===== src/rtl/pipe_stage_skid_reg.sv =====
// Purpose : valid/ready pipeline stage register (PC + instruction) with a 2-entry skid buffer and flush.
// Latency : 1 cycle in->out when empty; sustains 1 entry/cycle.
// Backpres: in_ready is a flop (state != FULL) with no combinational path from out_ready.
//
// Ports:
//   clk, rst (async active-low), flush (sync kill of all entries)
//   in_valid/in_ready, pc_in, instruction_in     - upstream handshake + payload
//   out_valid/out_ready, pc_out, instruction_out - downstream handshake + head payload
//   occupancy                                     - entries held (0..2)
//   stall_cnt, bubble_cnt                         - saturating perf counters, present
//                                                   only when PIPE_PERF_CNT_EN is defined
module pipe_stage_skid_reg #(
  parameter int PC_W    = 32,
  parameter int INSTR_W = 32,
  parameter int CNT_W   = 16
) (
  input  logic               clk,
  input  logic               rst,
  input  logic               flush,
  input  logic               in_valid,
  output logic               in_ready,
  input  logic [PC_W-1:0]    pc_in,
  input  logic [INSTR_W-1:0] instruction_in,
  output logic               out_valid,
  input  logic               out_ready,
  output logic [PC_W-1:0]    pc_out,
  output logic [INSTR_W-1:0] instruction_out,
  output logic [1:0]         occupancy
`ifdef PIPE_PERF_CNT_EN
  ,
  output logic [CNT_W-1:0]   stall_cnt,
  output logic [CNT_W-1:0]   bubble_cnt
`endif
);

  // State encoding doubles as the occupancy count.
  typedef enum logic [1:0] {
    EMPTY = 2'd0,
    ONE   = 2'd1,
    FULL  = 2'd2
  } state_t;

  state_t             state;
  logic [PC_W-1:0]    main_pc;
  logic [INSTR_W-1:0] main_instr;
  logic [PC_W-1:0]    skid_pc;
  logic [INSTR_W-1:0] skid_instr;
  logic               in_fire;
  logic               out_fire;

  assign in_fire         = in_valid & in_ready;
  assign out_fire        = out_valid & out_ready;
  assign pc_out          = main_pc;
  assign instruction_out = main_instr;
  assign occupancy       = state;

  // out_valid and in_ready are registered alongside the state so that neither
  // output depends combinationally on any input.
  always_ff @(posedge clk or negedge rst) begin
    if (!rst) begin
      state      <= EMPTY;
      out_valid  <= 1'b0;
      in_ready   <= 1'b0;
      main_pc    <= '0;
      main_instr <= '0;
      skid_pc    <= '0;
      skid_instr <= '0;
    end else if (flush) begin
      // Any in_fire this cycle is dropped; an out_fire already happened.
      state      <= EMPTY;
      out_valid  <= 1'b0;
      in_ready   <= 1'b1;
      main_pc    <= '0;
      main_instr <= '0;
      skid_pc    <= '0;
      skid_instr <= '0;
    end else begin
      case (state)
        EMPTY: begin
          // in_ready is low only on the first cycle after reset; raise it here.
          in_ready <= 1'b1;
          if (in_fire) begin
            main_pc    <= pc_in;
            main_instr <= instruction_in;
            state      <= ONE;
            out_valid  <= 1'b1;
          end
        end
        ONE: begin
          if (in_fire && out_fire) begin
            main_pc    <= pc_in;
            main_instr <= instruction_in;
          end else if (in_fire) begin
            skid_pc    <= pc_in;
            skid_instr <= instruction_in;
            state      <= FULL;
            in_ready   <= 1'b0;
          end else if (out_fire) begin
            state     <= EMPTY;
            out_valid <= 1'b0;
          end
        end
        FULL: begin
          // in_ready is low here, so only the drain side can move.
          if (out_fire) begin
            main_pc    <= skid_pc;
            main_instr <= skid_instr;
            state      <= ONE;
            in_ready   <= 1'b1;
          end
        end
        default: begin
          state     <= EMPTY;
          out_valid <= 1'b0;
          in_ready  <= 1'b1;
        end
      endcase
    end
  end

`ifdef PIPE_PERF_CNT_EN
  localparam logic [CNT_W-1:0] CNT_MAX = '1;

  // Saturating counters; only reset clears them, flush leaves them alone.
  always_ff @(posedge clk or negedge rst) begin
    if (!rst) begin
      stall_cnt  <= '0;
      bubble_cnt <= '0;
    end else begin
      if (out_valid && !out_ready && stall_cnt != CNT_MAX)
        stall_cnt <= stall_cnt + 1'b1;
      if (!out_valid && bubble_cnt != CNT_MAX)
        bubble_cnt <= bubble_cnt + 1'b1;
    end
  end
`else
  // Counter width only matters when the perf counters are built.
  if (CNT_W > 0) begin : g_no_perf
  end
`endif

endmodule


===== config.mk =====
export PLATFORM = sky130hd
export DESIGN_NAME = pipe_stage_skid_reg
export DESIGN_NICKNAME = d
export VERILOG_FILES = /design/src/rtl/pipe_stage_skid_reg.sv
export SDC_FILE = /design/constraint.sdc
export NUM_CORES = 1
export LEC_CHECK = 0
export CORE_ASPECT_RATIO = 0.7
export CORE_MARGIN = 4
export CORE_UTILIZATION = 52
export DETAILED_ROUTE_END_ITERATION = 6
export GPL_TIMING_DRIVEN = 0
export PLACE_DENSITY_LB_ADDON = 0.25
export SETUP_SLACK_MARGIN = 0.5
export SYNTH_ARGS = -nofsm -noshare
export SYNTH_HDL_FRONTEND = slang
export SYNTH_SLANG_ARGS = --single-unit

===== constraint.sdc =====
create_clock -name clk -period 1.9 [get_ports clk]
set_input_delay 0.285 -clock clk [delete_from_list [all_inputs] [get_ports clk]]
set_output_delay 0.285 -clock clk [all_outputs]
set_load 0.005 [all_outputs]

==> flow_metrics.py, run 1 <==
metrics = {
    "timing": {
        "rsz0062_at_grt": "true",
        "slew_violations": 0,
        "hold_viol": 0,
        "setup_violations": 3,
        "fin_ws_ns": -0.0985,
        "period_minus_slack_ns": 2.00,
        "skew_ns": 0.00908,
        "tightest_slew_ns": 0.814,
        "fin_crit_sh_pct": 105,
        "relSlewSlack_pct": 44.3,
        "clock.fmax_mhz": 500,
    },
    "clocking": {
        "cts_tree": "done",
        "worstSkewPairLatency_ns": 0.43,
        "cts_root_buf": "clkbuf_16",
        "numCtsBuffers": 17,
        "cts.path.max_buffers": 2,
        "clkTransAtPathRegs_ns": 0.06,
        "cts_sinks": 132,
        "h-tree-depth": 4,
    },
    "detailed_routing": {
        "drt_first_pass_iters": 6,
        "vias_per_cell": 7.34,
        "drc": 0,
        "drt_iter0_markers": 1099,
        "ant_nets": 0,
        "dr_total_vias": 7512,
        "wire_per_inst_um": 30.1,
        "wirelength_um": 30800,
    },
    "global_routing": {
        "grt_pass1_wl_um": 36100,
        "track_usage_pct": 31.8,
        "grt_max_degree": 77,
        "gr-total-overflow": 0,
        "antenna_found_initial": 0,
        "grt_pass1_vias": 6576,
    },
    "floorplan": {
        "die_area_mm2": 0.0145,
        "std_cell_rows": 34,
        "fp.dieH_um": 102,
        "start_util_pct": 53.0,
        "core_mm2": 0.0124,
        "dieWidth_um": 142,
        "io_pins": 137,
    },
    "setup_path": {
        "cp-start-kind": "register",
        "slowest_stage": "a2111oi_0",
        "path_cells": "and4b_4 > buf_8 > buf_4 > a2111oi_0 > a211oi_1",
        "cp.arrival_ns": 2.27,
        "critPathRequiredTime_ns": 2.17,
        "path_max_fanout": 6,
        "criticalPathCategory": "register to register",
        "cpPeakStageDelay_ns": 0.73,
        "end_kind": "register",
    },
    "job": {
        "drv_cap": 0,
    },
    "yosys": {
        "synth_fp_nets": 695,
        "synthTopCellsByArea": "dfrtp_1 50%, mux2i_1 9.9%, a2111oi_0 8.5%, a211oi_1 7.3%, a21oi_1 5.1%",
        "yosysMostFrequentCell": "dfrtp_1",
        "synth_commonest_cells": "132 x dfrtp_1, 67 x a21oi_1, 65 x mux2i_1",
        "synth_top_area_share_pct": 50.3,
        "ys_types": 29,
        "netlist_area_mm2": 0.00657,
        "synth_top_cell_by_area": "dfrtp_1",
        "ys_async_sr_fraction_pct": 100,
        "synth_warnings": 0,
        "yosysSeqAreaShare_pct": 50.3,
        "synth_edf_count": 0,
        "synth.avg_cell_area_um2": 10.5,
        "synth_seq_cells": 132,
        "synthFlopType": "dfrtp_1",
        "syn-instance-count": 626,
    },
    "power": {
        "clock_power_share_pct": 32.6,
        "powerDensity_mw_per_mm2": 934,
        "pwr-share-seq_pct": 31.7,
        "switchingPower_uw": 3650,
        "power.internal_uw": 6980,
        "vdd_drop_max_v": 0.000708,
        "p_leak_uw": 0.00519,
        "switching_share_pct": 34.4,
        "comb_power_share_pct": 35.7,
    },
    "placed_design": {
        "gp_congestion": 0.857,
        "pre_cts_slack_ns": -0.547,
        "dp_hpwl_um": 13700,
        "placedCellCount": 924,
        "portBuffers": 135,
        "place_area_mm2": 0.00832,
    },
    "final_layout": {
        "fillerInstances": 413,
        "stdcell_area_mm2": 0.0114,
        "finalCoreUtilization_pct": 91.9,
        "drive_gt1_share_pct": 38.6,
        "layout.area.seq_mm2": 0.00331,
        "multi_input_area_mm2": 0.00426,
        "diodes": 0,
        "nets": 918,
        "stdcell_count": 1024,
        "area_delta_synth_final_pct": 73.3,
    },
    "run_status": {
        "outcome": "complete, but fails checks",
        "violations": "setup timing",
    },
    "worst_hold_path": {
        "min_path_type": "primary input to async pin",
    },
}
-- worst paths after layout --
path / start / end / slack (ns) / depth (start not counted)
max: occupancy[1]$_DFFE_PN0P_ / instruction_out[11]$_DFFE_PN0P_ / -0.1 / 5
min: rst / pc_out[5]$_DFFE_PN0P_ / 0.39 / 2
max reg2reg: occupancy[1]$_DFFE_PN0P_ / instruction_out[11]$_DFFE_PN0P_ / -0.1 / 5
min reg2reg: skid_pc[25]$_DFFE_PN0P_ / skid_pc[25]$_DFFE_PN0P_ / 0.55 / 2
max in group asynchronous: rst / pc_out[14]$_DFFE_PN0P_ / 0.69 / 3
min in group clk: out_ready / out_valid$_DFFE_PN0P_ / 0.44 / 3
-- layer usage --
| layer | track usage, % | part of all wire [%] | routed length [µm] | vias up |
|---|---|---|---|---|
| met5 | 0 | 0 | 0 | - |
| met4 | 10.5 | 5.3 | 1630 | 0 |
| met3 | 6.88 | 12 | 3780 | 174 |
| met2 | 50.7 | 47 | 14300 | 756 |
| met1 | 44.0 | 36 | 11100 | 3686 |
| li1 | - | - | - | 2896 |
-- sequential cells by signal (all words and copies together) (netlist names) --
name / cells
instruction_out: 32
pc_out: 32
skid_instr: 32
skid_pc: 32
occupancy: 2
in_ready: 1
out_valid: 1
-- critical path: cells and delay by family, from the launching register on --
family / cells / cell delay, ns
buffers and inverters: 2 / 0.29
flip-flops: 1 / 0.45
AO/OA/AOI/OAI: 2 / 0.84
AND/OR/NAND/NOR: 1 / 0.25
-- kinds of logic after synthesis --
| group | synth area share [%] |
|---|---|
| AO/OA/AOI/OAI | 27.0 |
| AND/OR/NAND/NOR | 6.10 |
| multiplexers | 9.91 |
| buffers and inverters | 6.71 |
| flip-flops | 50.3 |
-- repair_timing --
item,in CTS,in global routing
pin swaps,2,16
hold endpoints to repair,56,0
resized for setup,218,282
hold buffers,1,0
cloned,0,6
setup buffers,5,56
endpoints found under the setup margin,200,200
-- placed cells by master, fill, tap and decap left out, types with 21 or more instances in the layout --
master,count
a211oi_2,43
mux2i_2,21
clkbuf_16,23
dfrtp_1,126
o21ai_1,22
dlymetal6s2s_1,66
buf_4,63
a21oi_1,60
mux2i_1,33
clkdlybuf4s50_1,66
nand3_1,64
o21ai_0,41
a2111oi_4,44
-- through the flow --
step / setup TNS, ns / total power (µW) / hold slack [ns]
5_1_grt: -0.311 / 10800 / 0.459
3_3_place_gp: -617.55 / 5440 / 0.527
2_1_floorplan: 0 / 4460 / -0.0106
4_1_cts: 0 / 9430 / 0.416
3_5_place_dp: -38.60 / 5520 / 0.285
6_report: -0.103 / 10600 / 0.392
-- area by class of cell --
| type | instances | area share [%] |
|---|---|---|
| timing repair buffer | 204 | 19.0 |
| clock inverter | 13 | 1.30 |
| inverter | 1 | 0.0330 |
| multi-input combinational | 407 | 37.4 |
| sequential | 132 | 29.1 |
| buffer | 86 | 7.33 |
| tap | 162 | 1.78 |
| clock buffer | 19 | 3.98 |
-- power by group through the flow --
stage	clock, µW	combinational [µW]	sequential, µW
3_5_place_dp	0	2180	3340
5_1_grt	3530	3940	3380
2_1_floorplan	0	1150	3310
6_report	3470	3790	3370
3_3_place_gp	0	2110	3330
4_1_cts	3340	2740	3360
Power figures use the tool's default switching activity.
==> run 2: changes to the inputs <==
Settings changed: ABC_CLOCK_PERIOD_IN_PS from default to 1900.
==> results of run 2 <==
Same layout as run 1: the final DEF is identical, and so are final timing and power.
==> run 3: changes to the inputs <==
Settings changed: CTS_BUF_LIST from default to sky130_fd_sc_hd__clkbuf_16, CTS_CLUSTER_SIZE from default to 12, SETUP_SLACK_MARGIN 0.5 to 0.05.
==> run 3 against run 2 <==
Compared with the run above: final area down 21%; routed wire length shrank 33%; critical endpoint is now instruction_out[7]$_DFFE_PN0P_; first-iteration DRC count fell by 47%; the flow now finishes without violations; via count decreased by 17%; count of clock-buffer cells in the layout down 2; power down 16%.
==> flow_metrics.py, run 3 (synthesis results as in run 1) <==
metrics = {
    "run_status": {
        "outcome": "completed",
    },
    "detailed_routing": {
        "wire_per_inst_um": 21.7,
        "vias_per_cell": 6.50,
        "wirelength_um": 20800,
        "drt_iter0_markers": 578,
        "dr_total_vias": 6217,
        "ant_nets": 0,
        "drc": 0,
        "drt_first_pass_iters": 5,
    },
    "final_layout": {
        "layout_common_cells": "134 x clkdlybuf4s50_1, 130 x dfrtp_1, 67 x a21oi_1",
        "multi_input_area_mm2": 0.00296,
        "final_common_cell": "clkdlybuf4s50_1",
        "layout.area.seq_mm2": 0.00331,
        "fillerInstances": 860,
        "nets": 850,
        "area_delta_synth_final_pct": 36.4,
        "drive_gt1_share_pct": 13.1,
        "stdcell_count": 956,
        "diodes": 0,
        "stdcell_area_mm2": 0.00896,
    },
    "setup_path": {
        "end_kind": "register",
        "criticalPathCategory": "register to register",
        "ff2ff_setup_slack_ns": 0.007,
        "rr_worst_depth": 5,
        "cp-start-kind": "register",
        "r2r-start": "occupancy[1]$_DFFE_PN0P_",
        "critPathRequiredTime_ns": 2.17,
        "startpoint": "occupancy[1]$_DFFE_PN0P_",
        "r2r-end": "instruction_out[7]$_DFFE_PN0P_",
        "path_max_fanout": 10,
        "cp.arrival_ns": 2.16,
        "cp-endpoint": "instruction_out[7]$_DFFE_PN0P_",
    },
    "floorplan": {
        "start_util_pct": 53.0,
        "std_cell_rows": 34,
        "io_pins": 137,
        "die_area_mm2": 0.0145,
        "core_mm2": 0.0124,
        "dieWidth_um": 142,
        "fp.dieH_um": 102,
    },
    "clocking": {
        "cts_tree": "done",
        "worstSkewPairLatency_ns": 0.42,
        "cts_sinks": 132,
        "clkTransAtPathRegs_ns": 0.06,
        "post_cts_buffers": 0,
        "h-tree-depth": 4,
        "cts.path.max_buffers": 2,
        "numCtsBuffers": 17,
        "cts_root_buf": "clkbuf_16",
    },
    "timing": {
        "relSlewSlack_pct": 57.3,
        "period_minus_slack_ns": 1.89,
        "clock.fmax_mhz": 528,
        "hold_viol": 0,
        "slew_violations": 0,
        "skew_ns": 0.00709,
        "rsz0062_at_grt": "true",
        "tightest_slew_ns": 0.640,
        "fin_crit_sh_pct": 99.6,
        "setup_violations": 0,
    },
    "power": {
        "vdd_drop_max_v": 0.000655,
        "p_leak_uw": 0.00344,
        "powerDensity_mw_per_mm2": 999,
        "power_uw": 8950,
    },
    "global_routing": {
        "grt_max_degree": 68,
        "gr-total-overflow": 0,
        "grt_pass1_vias": 5996,
        "track_usage_pct": 28.3,
        "antenna_found_initial": 0,
        "grt_pass1_wl_um": 32100,
    },
    "job": {
        "drv_cap": 0,
    },
    "placed_design": {
        "place_area_mm2": 0.00815,
        "placedCellCount": 924,
        "dp_hpwl_um": 13400,
        "gp_congestion": 0.858,
        "portBuffers": 135,
    },
    "worst_hold_path": {
        "min_path_type": "primary input to async pin",
    },
}
-- run 3: cell types whose count changed in the layout (fill, tap and decap cells not counted), sizes merged --
cell,previous run,this run
clkbuf,58,72
clkinvlp,4,0
clkdlybuf4s50,66,134
inv,5,4
clkinv,3,8
buf,118,32
dlymetal6s2s,66,0
bufinv,2,4
-- run 3: cell type report --
| cell class | count | area share [%] |
|---|---|---|
| plain buffers | 85 | 5.60 |
| clock buffers | 17 | 4.75 |
| clock inverters | 15 | 1.93 |
| inverters | 1 | 0.0419 |
| multi-input cells | 407 | 33.0 |
| flip-flops and latches | 132 | 36.9 |
| well taps | 162 | 2.26 |
| repair buffers | 137 | 15.5 |
-- run 3: critical path, stage by stage, from the launching register on --
cell and delay (ns):
dfrtp_2 0.45, and4bb_2 0.29, clkbuf_4 0.21, clkbuf_2 0.24, a2111oi_1 0.45, a211oi_1 0.10
-- run 3: worst min path at each step --
| stage | from | to | slack, ns | cells past startpoint |
|---|---|---|---|---|
| 3_5_place_dp | rst | skid_pc[15]$_DFFE_PN0P_ | 0.32 | 1 |
| 3_3_place_gp | skid_pc[23]$_DFFE_PN0P_ | skid_pc[23]$_DFFE_PN0P_ | 0.53 | 2 |
| 6_report | rst | skid_pc[15]$_DFFE_PN0P_ | 0.45 | 2 |
| 4_1_cts | instruction_in[29] | skid_instr[29]$_DFFE_PN0P_ | 0.45 | 3 |
| 5_1_grt | instruction_in[29] | skid_instr[29]$_DFFE_PN0P_ | 0.47 | 3 |
| 2_1_floorplan | rst | in_ready$_DFFE_PN0P_ | -0.01 | 0 |
-- run 3: what timing repair did --
| item | in CTS | in global routing |
|---|---|---|
| setup endpoints to repair | 109 | 95 |
| hold buffers | 1 | 0 |
| gates resized for setup | 41 | 64 |
| hold endpoints to repair | 65 | 0 |
-- run 3: power by group --
group / internal, µW / switching [µW] / leakage (µW) / total, µW
Combinational: 1090 / 1180 / 0.00136 / 2270
Clock: 2160 / 1210 / 0.000309 / 3370
Sequential: 3110 / 205 / 0.00177 / 3310
-- run 3: layer usage --
metal	track usage, %	wire length (µm)	vias to the layer above
met5	0	0	-
li1	-	-	2757
met1	39.8	8930	3100
met2	44.9	9910	324
met3	5.38	1590	36
met4	9.06	332	0
-- run 3: through the flow --
stage	util [%]	hold slack, ns	worst slack (ns)	TNS [ns]
final	72.4	0.450	0.00682	0
after floorplan	-	-0.0106	0.318	0
after global placement	65.6	0.527	-4.49	-627.68
after detailed placement	65.8	0.325	-0.578	-43.68
after CTS	71.3	0.449	0.0467	0
after global routing	72.4	0.474	-0.113	-0.196
